--- src/rtl/dtb_pkg.sv ---
// Shared types and sizing for the trace buffer arbiter slice.
package dtb_pkg;
    localparam int TRB_DEPTH = 16;
    localparam int TRB_WIDTH = 32;
    localparam int PW        = $clog2(TRB_DEPTH);

    typedef logic [TRB_WIDTH-1:0] trb_word_t;

    typedef enum logic [1:0] {
        ARB_IDLE  = 2'd0,
        ARB_RUN   = 2'd1,
        ARB_DRAIN = 2'd2,
        ARB_FLUSH = 2'd3
    } arbiter_state_t;

    typedef struct packed {
        arbiter_state_t state;
        logic [PW:0]    fill;
        logic           full;
        logic           empty;
        logic           overflow;
        logic           underflow;
    } status_t;

    function automatic status_t pack_status(
        input arbiter_state_t state,
        input logic [PW:0]    fill,
        input logic           full,
        input logic           empty,
        input logic           overflow,
        input logic           underflow
    );
        status_t s;
        s.state     = state;
        s.fill      = fill;
        s.full      = full;
        s.empty     = empty;
        s.overflow  = overflow;
        s.underflow = underflow;
        return s;
    endfunction
endpackage

--- src/rtl/trb_arbiter_if.sv ---
// Logger-facing control/status bundle of the trace buffer arbiter.
interface trb_arbiter_if;
    import dtb_pkg::*;

    logic           enable;
    logic           clear;
    logic           write;
    logic           read;
    logic           rw_turn;
    logic           write_allow;
    logic           read_allow;
    logic [PW:0]    fill;
    logic           full;
    logic           empty;
    logic           overflow;
    logic           underflow;
    arbiter_state_t state;

    modport master (
        output enable, clear, write, read,
        input  rw_turn, write_allow, read_allow, fill, full, empty,
               overflow, underflow, state
    );

    modport slave (
        input  enable, clear, write, read,
        output rw_turn, write_allow, read_allow, fill, full, empty,
               overflow, underflow, state
    );
endinterface

--- src/rtl/trb_fill_counter.sv ---
// Occupancy counter for the trace buffer; caller guarantees inc only when not full.
module trb_fill_counter
    import dtb_pkg::*;
(
    input  logic        clk,
    input  logic        rst_n,
    input  logic        inc,
    input  logic        dec,
    input  logic        clr,
    output logic [PW:0] count,
    output logic        full,
    output logic        empty
);
    localparam logic [PW:0] ONE   = (PW+1)'(1);
    localparam logic [PW:0] DEPTH = (PW+1)'(TRB_DEPTH);

    always_ff @(posedge clk or negedge rst_n) begin
        if (!rst_n) begin
            count <= '0;
        end else if (clr) begin
            count <= '0;
        end else if (inc && !dec) begin
            count <= count + ONE;
        end else if (dec && !inc) begin
            count <= count - ONE;
        end
    end

    assign full  = (count == DEPTH);
    assign empty = (count == '0);
endmodule

--- src/rtl/trb_arbiter.sv ---
// Trace buffer arbiter: sequences logger access to a single-port buffer.
//   state | meaning
//   IDLE  | tracing off, no access, port turn on write
//   RUN   | tracing on, port turn alternates write/read every cycle
//   DRAIN | tracing off, remaining words read out, writes blocked
//   FLUSH | one-cycle discard of buffer contents and error flags
module trb_arbiter
    import dtb_pkg::*;
(
    input  logic          clk,
    input  logic          rst_n,
    trb_arbiter_if.slave  bus
);
    localparam logic [1:0] S_IDLE  = 2'd0;
    localparam logic [1:0] S_RUN   = 2'd1;
    localparam logic [1:0] S_DRAIN = 2'd2;
    localparam logic [1:0] S_FLUSH = 2'd3;

    logic [1:0]  state_q, state_d;
    logic        rw_turn_q, rw_turn_d;
    logic        ovf_q, unf_q;
    logic [PW:0] fill;
    logic        full, empty;
    logic        in_run, in_active;
    logic        write_allow, read_allow;
    logic        wr_acc, rd_acc;
    logic        wr_err, rd_err;

    assign in_run      = (state_q == S_RUN);
    assign in_active   = in_run || (state_q == S_DRAIN);
    assign write_allow = in_run && !full;
    assign read_allow  = in_active && !empty;

    assign wr_acc = bus.write && write_allow;
    assign rd_acc = bus.read && read_allow;
    assign wr_err = bus.write && !write_allow && in_run;
    assign rd_err = bus.read && !read_allow && in_active;

    always_comb begin
        state_d = state_q;
        if (bus.clear) begin
            state_d = S_FLUSH;
        end else begin
            case (state_q)
                S_IDLE:  if (bus.enable) state_d = S_RUN;
                S_RUN:   if (!bus.enable) state_d = empty ? S_IDLE : S_DRAIN;
                S_DRAIN: begin
                    if (bus.enable)  state_d = S_RUN;
                    else if (empty)  state_d = S_IDLE;
                end
                default: state_d = S_IDLE;
            endcase
        end
    end

    // Every fresh entry into RUN starts on a write turn.
    always_comb begin
        rw_turn_d = 1'b0;
        case (state_d)
            S_RUN:   rw_turn_d = in_run ? ~rw_turn_q : 1'b0;
            S_DRAIN: rw_turn_d = 1'b1;
            default: rw_turn_d = 1'b0;
        endcase
    end

    always_ff @(posedge clk or negedge rst_n) begin
        if (!rst_n) begin
            state_q   <= S_IDLE;
            rw_turn_q <= 1'b0;
        end else begin
            state_q   <= state_d;
            rw_turn_q <= rw_turn_d;
        end
    end

    always_ff @(posedge clk or negedge rst_n) begin
        if (!rst_n) begin
            ovf_q <= 1'b0;
            unf_q <= 1'b0;
        end else if (bus.clear) begin
            ovf_q <= 1'b0;
            unf_q <= 1'b0;
        end else begin
            if (wr_err) ovf_q <= 1'b1;
            if (rd_err) unf_q <= 1'b1;
        end
    end

    trb_fill_counter u_fill (
        .clk   (clk),
        .rst_n (rst_n),
        .inc   (wr_acc),
        .dec   (rd_acc),
        .clr   (bus.clear),
        .count (fill),
        .full  (full),
        .empty (empty)
    );

    assign bus.rw_turn     = rw_turn_q;
    assign bus.write_allow = write_allow;
    assign bus.read_allow  = read_allow;
    assign bus.fill        = fill;
    assign bus.full        = full;
    assign bus.empty       = empty;
    assign bus.overflow    = ovf_q;
    assign bus.underflow   = unf_q;
    assign bus.state       = arbiter_state_t'(state_q);
endmodule

--- src/flat_wrapper.sv ---
// flat-port wrapper written by rule: the top's interface ports become plain ports
module trb_arbiter_flat import dtb_pkg::*;
  (clk, rst_n, bus_enable, bus_clear, bus_write, bus_read, bus_rw_turn, bus_write_allow, bus_read_allow, bus_fill, bus_full, bus_empty, bus_overflow, bus_underflow, bus_state);
  trb_arbiter_if bus_i ();
  input  logic clk;
  input  logic rst_n;
  input wire logic [$bits(bus_i.enable)-1:0] bus_enable;
  input wire logic [$bits(bus_i.clear)-1:0] bus_clear;
  input wire logic [$bits(bus_i.write)-1:0] bus_write;
  input wire logic [$bits(bus_i.read)-1:0] bus_read;
  output wire logic [$bits(bus_i.rw_turn)-1:0] bus_rw_turn;
  output wire logic [$bits(bus_i.write_allow)-1:0] bus_write_allow;
  output wire logic [$bits(bus_i.read_allow)-1:0] bus_read_allow;
  output wire logic [$bits(bus_i.fill)-1:0] bus_fill;
  output wire logic [$bits(bus_i.full)-1:0] bus_full;
  output wire logic [$bits(bus_i.empty)-1:0] bus_empty;
  output wire logic [$bits(bus_i.overflow)-1:0] bus_overflow;
  output wire logic [$bits(bus_i.underflow)-1:0] bus_underflow;
  output wire logic [$bits(bus_i.state)-1:0] bus_state;
  assign bus_i.enable = bus_enable;
  assign bus_i.clear = bus_clear;
  assign bus_i.write = bus_write;
  assign bus_i.read = bus_read;
  assign bus_rw_turn = bus_i.rw_turn;
  assign bus_write_allow = bus_i.write_allow;
  assign bus_read_allow = bus_i.read_allow;
  assign bus_fill = bus_i.fill;
  assign bus_full = bus_i.full;
  assign bus_empty = bus_i.empty;
  assign bus_overflow = bus_i.overflow;
  assign bus_underflow = bus_i.underflow;
  assign bus_state = bus_i.state;
  trb_arbiter u_core (.clk(clk), .rst_n(rst_n), .bus(bus_i));
endmodule
--- config.mk ---
export PLATFORM = sky130hd
export DESIGN_NAME = trb_arbiter_flat
export DESIGN_NICKNAME = d
export VERILOG_FILES = /design/src/rtl/dtb_pkg.sv /design/src/rtl/trb_arbiter_if.sv /design/src/rtl/trb_fill_counter.sv /design/src/rtl/trb_arbiter.sv /design/src/flat_wrapper.sv
export SDC_FILE = /design/constraint.sdc
export NUM_CORES = 1
export LEC_CHECK = 0
export BUFFER_PORTS_ARGS = -buffer_cell sky130_fd_sc_hd__buf_4
export CAP_MARGIN = 15
export CORE_MARGIN = 5
export CORE_UTILIZATION = 40
export DETAILED_ROUTE_END_ITERATION = 12
export MAX_ROUTING_LAYER = met4
export PLACE_DENSITY = 0.68
export SLEW_MARGIN = 10
export SYNTH_ARGS = -nofsm -noshare
export SYNTH_HDL_FRONTEND = slang
export SYNTH_HIERARCHICAL = 1
export SYNTH_SLANG_ARGS = --single-unit
--- constraint.sdc ---
create_clock -name clk -period 3 [get_ports clk]
set_clock_uncertainty 0.05 [all_clocks]
set_input_delay 0.6 -clock clk [delete_from_list [all_inputs] [get_ports clk]]
set_output_delay 0.6 -clock clk [all_outputs]
set_load 0.02 [all_outputs]
==> flow_summary.toml, run 1 <==
[logic_synthesis]
synth_top_area_frac = 0.3101
synth_commonest_cells = "dfrtp_1, ha_1, nor2_1"
synth_largest_area_cell = "dfrtp_1"
synthArstFlopShare = 1.000
synth_cell_type_count = 36
syn-num-nets = 99
synth_seq_cells = 10
ys_warn_count = 6
netlist_area_um2 = 807.0
yosys-top-cells-area = "dfrtp_1, ha_1, nor2_1"
syn_avg_cell_area_um2 = 9.842
synth_ff_type = "dfrtp_1"
ys_seq_area_frac = 0.3101
synth_edf_count = 0
synthCells = 82

[worst_setup_path]
worstSetupPathType = "reg2reg"
end_kind = "flop"
startpoint_type = "flop"
cp.arrival_ns = 2.92
crit_buf_inv = 0
cp_slowest_cell = "dfrtp_1"
crit_chain = "nor4_2 > nor2b_2 > and2b_1 > and2_1 > nand2b_1 > ha_1 > nand3_1 > a2111o_1 > nand4_1"
path_delay_family = "simple AND/OR/NAND/NOR gates"
slowest_delay_ns = 0.45
crit_required_ns = 3.15
crit_path_max_fanout = 7

[detailed_routing]
wl_per_cell_um = 13.59
drc = 0
vias_per_cell = 5.106
drt-initial-drc-count = 6
vias = 674
first_pass_iters = 4
finalWirelength_um = 1794
ant_nets = 0

[floorplanning]
die_y_um = 54.92
coreArea_um2 = 1942
start_util = 0.4156
rows = 16
die_x_um = 54.92
dieArea_um2 = 3016
io_pins = 20

[grt]
grt_max_degree = 17
use_met2 = 0.2106
antenna_found_initial = 0
grt_usage = 0.1392
grt_pass1_wl_um = 2870
grt.met3_usage = 0.02681
met1_usage = 0.1758
grt.overflow.total = 0
grt_pass1_vias = 644
busiest_layer = "met2"

[placement]
dpl_cell_area_um2 = 988.4
dp_hpwl_um = 1403
gp_congestion = 0.7981
port_buffers = 19

[power_and_ir_drop]
p_int_mw = 0.5490
comb_power_share = 0.644
vdd_drop_max_uv = 505.7
powerDensity_nw_per_um2 = 975.9
clkPwrFrac = 0.124
net-switching-power_mw = 0.4572
seq_power_share = 0.231
leakage_nw = 0.4710
switching_share = 0.4544

[sta]
setup_viol = 0
final_hold_viol_count = 0
fin_crit_ns = 2.768
rsz0062_at_grt = "false"
fin_crit_sh = 0.9227
setup_tns_ns = 0
tightest_slew_ns = 0.3596
slew_headroom = 0.7601
holdWs_ns = 0.09680
fmaxAchievable_ghz = 0.3613
maxSlewViolCount = 0

[flow_run]
cap_violations = 0

[cells_and_area]
drive_gt1_frac = 0.3238
areaGrowthSynthToFinish_pct = 27.75
post-route-util = 0.5309
final_area_um2 = 1031
antenna_cells = 0
nets = 123

[clock_network]
postCtsSetupRepairBufs = 0
clk_latency_ns = 0.27
cts_resized = 0
cts_buffer_depth = 2
h-tree-depth = 1
cts_made_buffers = 3
clock-sinks = 10
hold_buffers = 0
path_clk_slew_ns = 0.07
clk_root_buffer_cell = "clkbuf_4"
cts_tree = "done"

[status]
status = "finished clean"

[worst_hold_path]
hp-class = "in2async"
[worst register-to-register path: cells and delay by family, from the launching register on]
kind | cells | cell delay, ns
fa+ha+maj | 1 | 0.40
simple gates | 7 | 1.41
flops | 1 | 0.45
compound gates | 1 | 0.39
[cell usage in the layout, fill, tap and decap left out, drive strengths merged, types with 2 or more instances in the layout]
| cell | Yosys | routed |
|---|---|---|
| nor2 | 9 | 9 |
| ha | 10 | 10 |
| nand2b | 4 | 4 |
| and2 | 4 | 4 |
| clkbuf | 0 | 4 |
| a31oi | 3 | 3 |
| or2 | 2 | 2 |
| nand2 | 2 | 2 |
| buf | 1 | 20 |
| nand4 | 3 | 3 |
| nor2b | 4 | 4 |
| a221o | 2 | 2 |
| a21oi | 2 | 2 |
| nand3 | 2 | 2 |
| dfrtp | 10 | 10 |
| inv | 7 | 7 |
[final timing paths]
check                      cells after the start  slack [ns]              startpoint                endpoint
max in group asynchronous                      1        2.66                   rst_n  u_core/u_fill/count[4]
max reg2reg                                    9        0.23  u_core/u_fill/count[0]  u_core/u_fill/count[4]
min in group clk                               2        0.46    u_core/bus.underflow    u_core/bus.underflow
max                                            9        0.23  u_core/u_fill/count[0]  u_core/u_fill/count[4]
min                                            1         0.1                   rst_n     u_core/bus.overflow
min reg2reg                                    2        0.46    u_core/bus.underflow    u_core/bus.underflow
[routing by layer]
layer / up-vias / share of wire
met5: - / 0
met4: 0 / 0.010
met3: 2 / 0.046
met2: 13 / 0.47
met1: 315 / 0.47
li1: 344 / -
[final cells by class]
| class | instances | area [um^2] |
|---|---|---|
| Timing Repair Buffer | 20 | 150.1 |
| Sequential cell | 10 | 250.2 |
| Fill cell | 190 | 910.9 |
| Multi-Input combinational cell | 64 | 534.3 |
| Inverter | 7 | 26.28 |
| Clock buffer | 4 | 36.28 |
| Tap cell | 27 | 33.78 |
[sequential cells by signal, indices dropped and copies added, names as in the netlist]
register / count
u_core/bus.underflow: 1
u_core/bus.rw_turn: 1
u_core/u_fill/count: 5
u_core/bus.overflow: 1
u_core/bus.state: 2
[power groups by stage]
stage               combinational, mW  sequential, mW  clock (mW)
finish                          0.648           0.233       0.125
global route                    0.709           0.242       0.137
CTS                             0.648           0.231       0.130
detailed placement              0.644           0.233           0
global placement                0.637           0.231           0
floorplan                       0.379           0.271           0
[metrics by stage]
| step | instances | setup slack, ns | power [mW] |
|---|---|---|---|
| 6_report | 132 | 0.2318 | 1.006 |
| 5_1_grt | 132 | 0.04220 | 1.087 |
| 4_1_cts | 132 | 0.1839 | 1.009 |
| 3_5_place_dp | 128 | 0.2323 | 0.8762 |
| 3_3_place_gp | 128 | 0.2942 | 0.8673 |
| 2_1_floorplan | 82 | 0.01773 | 0.6504 |
[cell families (layout without fill, tap and decap cells)]
family	Yosys count	after routing	share of synthesized area
AND/OR/NAND/NOR	34	34	0.2403
AO/OA/AOI/OAI	16	16	0.1876
adder cells (fa/ha/maj)	11	11	0.1798
flip-flops	10	10	0.3101
buffers and inverters	8	31	0.03876
XOR/XNOR	2	2	0.03102
multiplexers	1	1	0.01240
No activity file was read; power rests on OpenSTA's default activity.
==> run 2, diff against run 1 <==
Clock period 3 ns to 2.63 ns, I/O delays scaled along.
==> run 2 against run 1 <==
  * Non-clock buffer count is 1 higher
  * Sequential share of layout area shrank 0.80 points
  * Register-to-register slack got worse by 0.09 ns
  * Wire length is 4.5% higher
  * Power is 22% higher
  * Count of clock-buffer cells in the layout unchanged
  * Via count up 0.89%
  * Clock power rose by 12%
  * Worst setup slack worse by 0.094 ns
  * Core utilization up 2.6 points
==> flow_summary.toml, run 2 (synthesis results as in run 1) <==
[grt]
grt_usage = 0.1539
grt_max_degree = 17
antenna_found_initial = 0
grt.overflow.total = 0
grt_pass1_wl_um = 3146
grt_pass1_vias = 665

[clock_network]
clock-sinks = 10
clk_latency_ns = 0.26
cts_buffer_depth = 2
h-tree-depth = 1
cts_made_buffers = 3
postCtsSetupRepairBufs = 0
cts_tree = "done"
path_clk_slew_ns = 0.08
hold_buffers = 0
cts_resized = 0
clk_root_buffer_cell = "clkbuf_4"

[detailed_routing]
wl_per_cell_um = 14.09
ant_nets = 0
first_pass_iters = 4
drc = 0
finalWirelength_um = 1874
vias = 680
vias_per_cell = 5.113
drt-initial-drc-count = 12

[placement]
place_inst = 129
gp_congestion = 0.8459
port_buffers = 19
dpl_cell_area_um2 = 1046
place_ws_ns = 0.1469
dp_hpwl_um = 1486

[worst_setup_path]
crit_path_max_fanout = 7
worstSetupPathType = "reg2reg"
startpoint_type = "flop"
crit_buf_inv = 0
cp_slowest_cell = "dfrtp_2"
crit_required_ns = 2.74
crit_chain = "nor4_2 > nor2b_4 > and2b_2 > and2_4 > nand2b_4 > ha_4 > or2_1 > a221o_1 > o311ai_1"
end_kind = "flop"
cp.arrival_ns = 2.60
path_delay_family = "simple AND/OR/NAND/NOR gates"
slowest_delay_ns = 0.45

[power_and_ir_drop]
powerDensity_nw_per_um2 = 1133
switching_share = 0.4430
net-switching-power_mw = 0.5434
clkPwrFrac = 0.115
vdd_drop_max_uv = 538.6
leakage_nw = 0.4832
seq_power_share = 0.227
comb_power_share = 0.659
p_int_mw = 0.6833

[sta]
tightest_slew_ns = 0.3611
fin_crit_ns = 2.492
setup_viol = 0
setup_tns_ns = 0
final_hold_viol_count = 0
rsz0062_at_grt = "false"
fin_crit_sh = 0.9477
setup_ws_ns = 0.1376
maxSlewViolCount = 0
slew_headroom = 0.7590
fmaxAchievable_ghz = 0.4012

[floorplanning]
start_util = 0.4156
rows = 16
io_pins = 20
dieArea_um2 = 3016
coreArea_um2 = 1942
die_y_um = 54.92
die_x_um = 54.92

[cells_and_area]
final_cell_mix = "buf_4, nor2_1, ha_1"
final_area_um2 = 1082
antenna_cells = 0
num-fill-cells = 175
registers.top_by_ff_count = "u_core/u_fill/count"
drive_gt1_frac = 0.4245
largest_reg_flops = 5
fin_cells = 133
final_common_cell = "buf_4"
nets = 124
post-route-util = 0.5573
areaGrowthSynthToFinish_pct = 34.11

[status]
status = "finished clean"

[flow_run]
cap_violations = 0

[worst_hold_path]
hp-class = "in2async"
[run 2: cell types whose count changed in the layout (fill, tap and decap cells not counted), sizes merged]
| cell | previous run | this run |
|---|---|---|
| buf | 20 | 21 |
[run 2: final cells by class]
class,instances,area [um^2],area share
clock buffers,4,36.28,0.03353
inverters,7,26.28,0.02428
multi-input cells,64,574.3,0.5306
flip-flops and latches,10,254.0,0.2347
well taps,27,33.78,0.03121
repair buffers,21,157.7,0.1457
[run 2: power by group through the flow]
stage / clock network (mW) / registers (mW) / logic (mW)
after floorplan: 0 / 0.323 / 0.502
after global placement: 0 / 0.277 / 0.805
after detailed placement: 0 / 0.281 / 0.816
after CTS: 0.146 / 0.279 / 0.818
after global routing: 0.152 / 0.288 / 0.878
final: 0.140 / 0.278 / 0.808
[run 2: worst paths after layout]
kind,startpoint,slack [ns],cells after the start,to
min reg2reg,u_core/bus.overflow,0.46,2,u_core/bus.overflow
min,rst_n,0.03,1,u_core/u_fill/count[3]
max,u_core/u_fill/count[3],0.14,9,u_core/u_fill/count[3]
max reg2reg,u_core/u_fill/count[3],0.14,9,u_core/u_fill/count[3]
max in group asynchronous,rst_n,2.34,1,u_core/u_fill/count[0]
min in group clk,u_core/bus.overflow,0.46,2,u_core/bus.overflow
[run 2: routing by layer]
layer / wire length [um] / track usage / part of all wire / up-vias
met2: 923 / 0.2441 / 0.49 / 15
met5: 0 / - / 0 / -
li1: - / - / - / 346
met1: 834 / 0.1883 / 0.45 / 317
met4: 28 / 0.08502 / 0.015 / 0
met3: 88 / 0.02145 / 0.047 / 2
[run 2: through the flow]
stage	hold WS, ns	power, mW
after global placement	0.3139	1.081
after global routing	0.02987	1.318
after detailed placement	0.3184	1.097
after floorplan	0.1804	0.8249
after CTS	0.02316	1.243
final	0.02702	1.227
==> run 3, diff against run 2 <==
Settings changed: ABC_AREA from default to 1, CORE_UTILIZATION 40 to 32, PLACE_DENSITY 0.68 to 0.58.
Clock period 2.63 ns to 3.2 ns, I/O delays scaled along.
==> run 3 against run 2 <==
  * Die area grew 19%
  * Hold slack improved by 0.093 ns
  * Synthesized cell count is 37% higher
  * Maximum frequency up 9.2%
  * Core utilization is 14 points lower
  * Combinational power is 33% lower
==> flow_summary.toml, run 3 <==
[logic_synthesis]
synth_edf_count = 0
synth_commonest_cells = "nand2_1, inv_1, nand3_1, nor2_1"
synthCells = 112
synth_top_area_frac = 0.3130
synth_ff_type = "dfrtp_1"
yosysMostFrequentCell = "nand2_1"
ys_seq_area_frac = 0.3130
synthArstFlopShare = 1.000
syn-num-nets = 129
syn_avg_cell_area_um2 = 7.139
synth_cell_type_count = 17
ys_warn_count = 6
synth_largest_area_cell = "dfrtp_1"
synth_seq_cells = 10
yosys-top-cells-area = "dfrtp_1, ha_1, nand2_1"
netlist_area_um2 = 799.5

[placement]
gp_congestion = 0.8902
dpl_cell_area_um2 = 979.7
place_inst = 161
dp_hpwl_um = 1475
port_buffers = 19

[clock_network]
path_clk_slew_ns = 0.08
hold_buffers = 0
clock-sinks = 10
clk_latency_ns = 0.28
cts_tree = "done"
cts_buffer_depth = 2
cts_made_buffers = 3
h-tree-depth = 1
postCtsSetupRepairBufs = 0
cts_resized = 0
clk_root_buffer_cell = "clkbuf_4"

[cells_and_area]
post-route-util = 0.4177
drive_gt1_frac = 0.2519
final_area_um2 = 1016
final_cell_mix = "nand2_1, buf_4, inv_1"
nets = 153
final_common_cell = "nand2_1"
fin_cells = 165
antenna_cells = 0
areaGrowthSynthToFinish_pct = 27.07
registers.top_by_ff_count = "u_core/u_fill/count"
largest_reg_flops = 5

[floorplanning]
dieArea_um2 = 3598
coreArea_um2 = 2432
rows = 18
start_util = 0.3287
die_y_um = 59.99
io_pins = 20
die_x_um = 59.99

[grt]
grt_max_degree = 11
grt_pass1_wl_um = 3077
grt.overflow.total = 0
grt_usage = 0.1225
antenna_found_initial = 0
grt_pass1_vias = 699

[detailed_routing]
first_pass_iters = 4
met1Wirelength_um = 874
ant_nets = 0
drt-initial-drc-count = 28
wl_met3_um = 124
vias_per_cell = 4.642
wl_per_cell_um = 11.26
wl_met2_um = 817
route.top_layer_used = "met4"
vias = 766
drc = 0
finalWirelength_um = 1858

[sta]
setup_viol = 0
fmaxAchievable_ghz = 0.4381
setup_tns_ns = 0
fin_crit_ns = 2.283
maxSlewViolCount = 0
holdWs_ns = 0.1200
slew_headroom = 0.8086
fin_crit_sh = 0.7133
tightest_slew_ns = 0.2861
rsz0062_at_grt = "false"
final_hold_viol_count = 0

[power_and_ir_drop]
leakage_nw = 0.5656
vdd_drop_max_uv = 402.2
powerDensity_nw_per_um2 = 858.4

[worst_setup_path]
ff2ff_path_depth = 13
timing.rr.start = "u_core/u_fill/count[0]"
reg2reg_to = "u_core/u_fill/count[4]"
r2r_setup_slack_ns = 0.92
cp.arrival_ns = 2.41
crit_required_ns = 3.33
startpoint_type = "flop"
worstSetupPathType = "reg2reg"
crit_path_max_fanout = 9
end_kind = "flop"

[status]
status = "finished clean"

[flow_run]
cap_violations = 0

[worst_hold_path]
hp-class = "in2async"
[run 3: area by class of cell]
| type | count | area (um^2) |
|---|---|---|
| fillers | 256 | 1416 |
| flip-flops and latches | 10 | 250.2 |
| repair buffers | 19 | 142.6 |
| inverters | 19 | 71.32 |
| multi-input cells | 83 | 478.0 |
| clock buffers | 4 | 36.28 |
| well taps | 30 | 37.54 |
[run 3: report_power, final]
part	internal (mW)	switching, mW	leakage, nW
combinational	0.215	0.326	0.415
clock	0.0692	0.0525	0.0210
sequential	0.162	0.0472	0.130
[run 3: cell families after synthesis]
family | Yosys count | share of synthesized area
xor gates and xnor gates | 1 | 0.01096
AOI/OAI and AO/OA | 11 | 0.08764
buffers and inverters | 19 | 0.08919
adders and majority gates | 11 | 0.1815
and+or+nand+nor | 60 | 0.3177
DFF | 10 | 0.3130
[run 3: worst max path at each step]
stage                                start                endpoint  slack [ns]
floorplan           u_core/u_fill/count[0]  u_core/u_fill/count[4]        0.78
global placement    u_core/u_fill/count[0]  u_core/u_fill/count[4]        0.92
detailed placement  u_core/u_fill/count[0]  u_core/u_fill/count[4]        0.91
CTS                 u_core/u_fill/count[0]  u_core/u_fill/count[4]        0.91
global route        u_core/u_fill/count[0]  u_core/u_fill/count[4]        0.74
finish              u_core/u_fill/count[0]  u_core/u_fill/count[4]        0.92
[run 3: stage by stage]
stage,power (mW),setup slack [ns]
after floorplan,0.5760,0.7755
after global placement,0.7482,0.9210
after detailed placement,0.7525,0.9084
after CTS,0.8786,0.9088
after global routing,0.9527,0.7416
final,0.8721,0.9173
[run 3: layer usage]
layer | track usage | up-vias
li1 | - | 395
met1 | 0.1447 | 343
met2 | 0.1914 | 24
met3 | 0.02808 | 4
met4 | 0.06646 | 0
met5 | - | -
[run 3: critical path, cell delays in order (launching register included)]
cell and delay, ns:
dfrtp_1 0.46, nor2_1 0.13, nand3_1 0.11, nor2_1 0.26, nor2_1 0.13, inv_2 0.09, nand2_2 0.14, fa_1 0.46
nand2_1 0.09, nand2_1 0.05, nand2_1 0.05, nand2_1 0.05, nand3_1 0.07, nand2_1 0.05
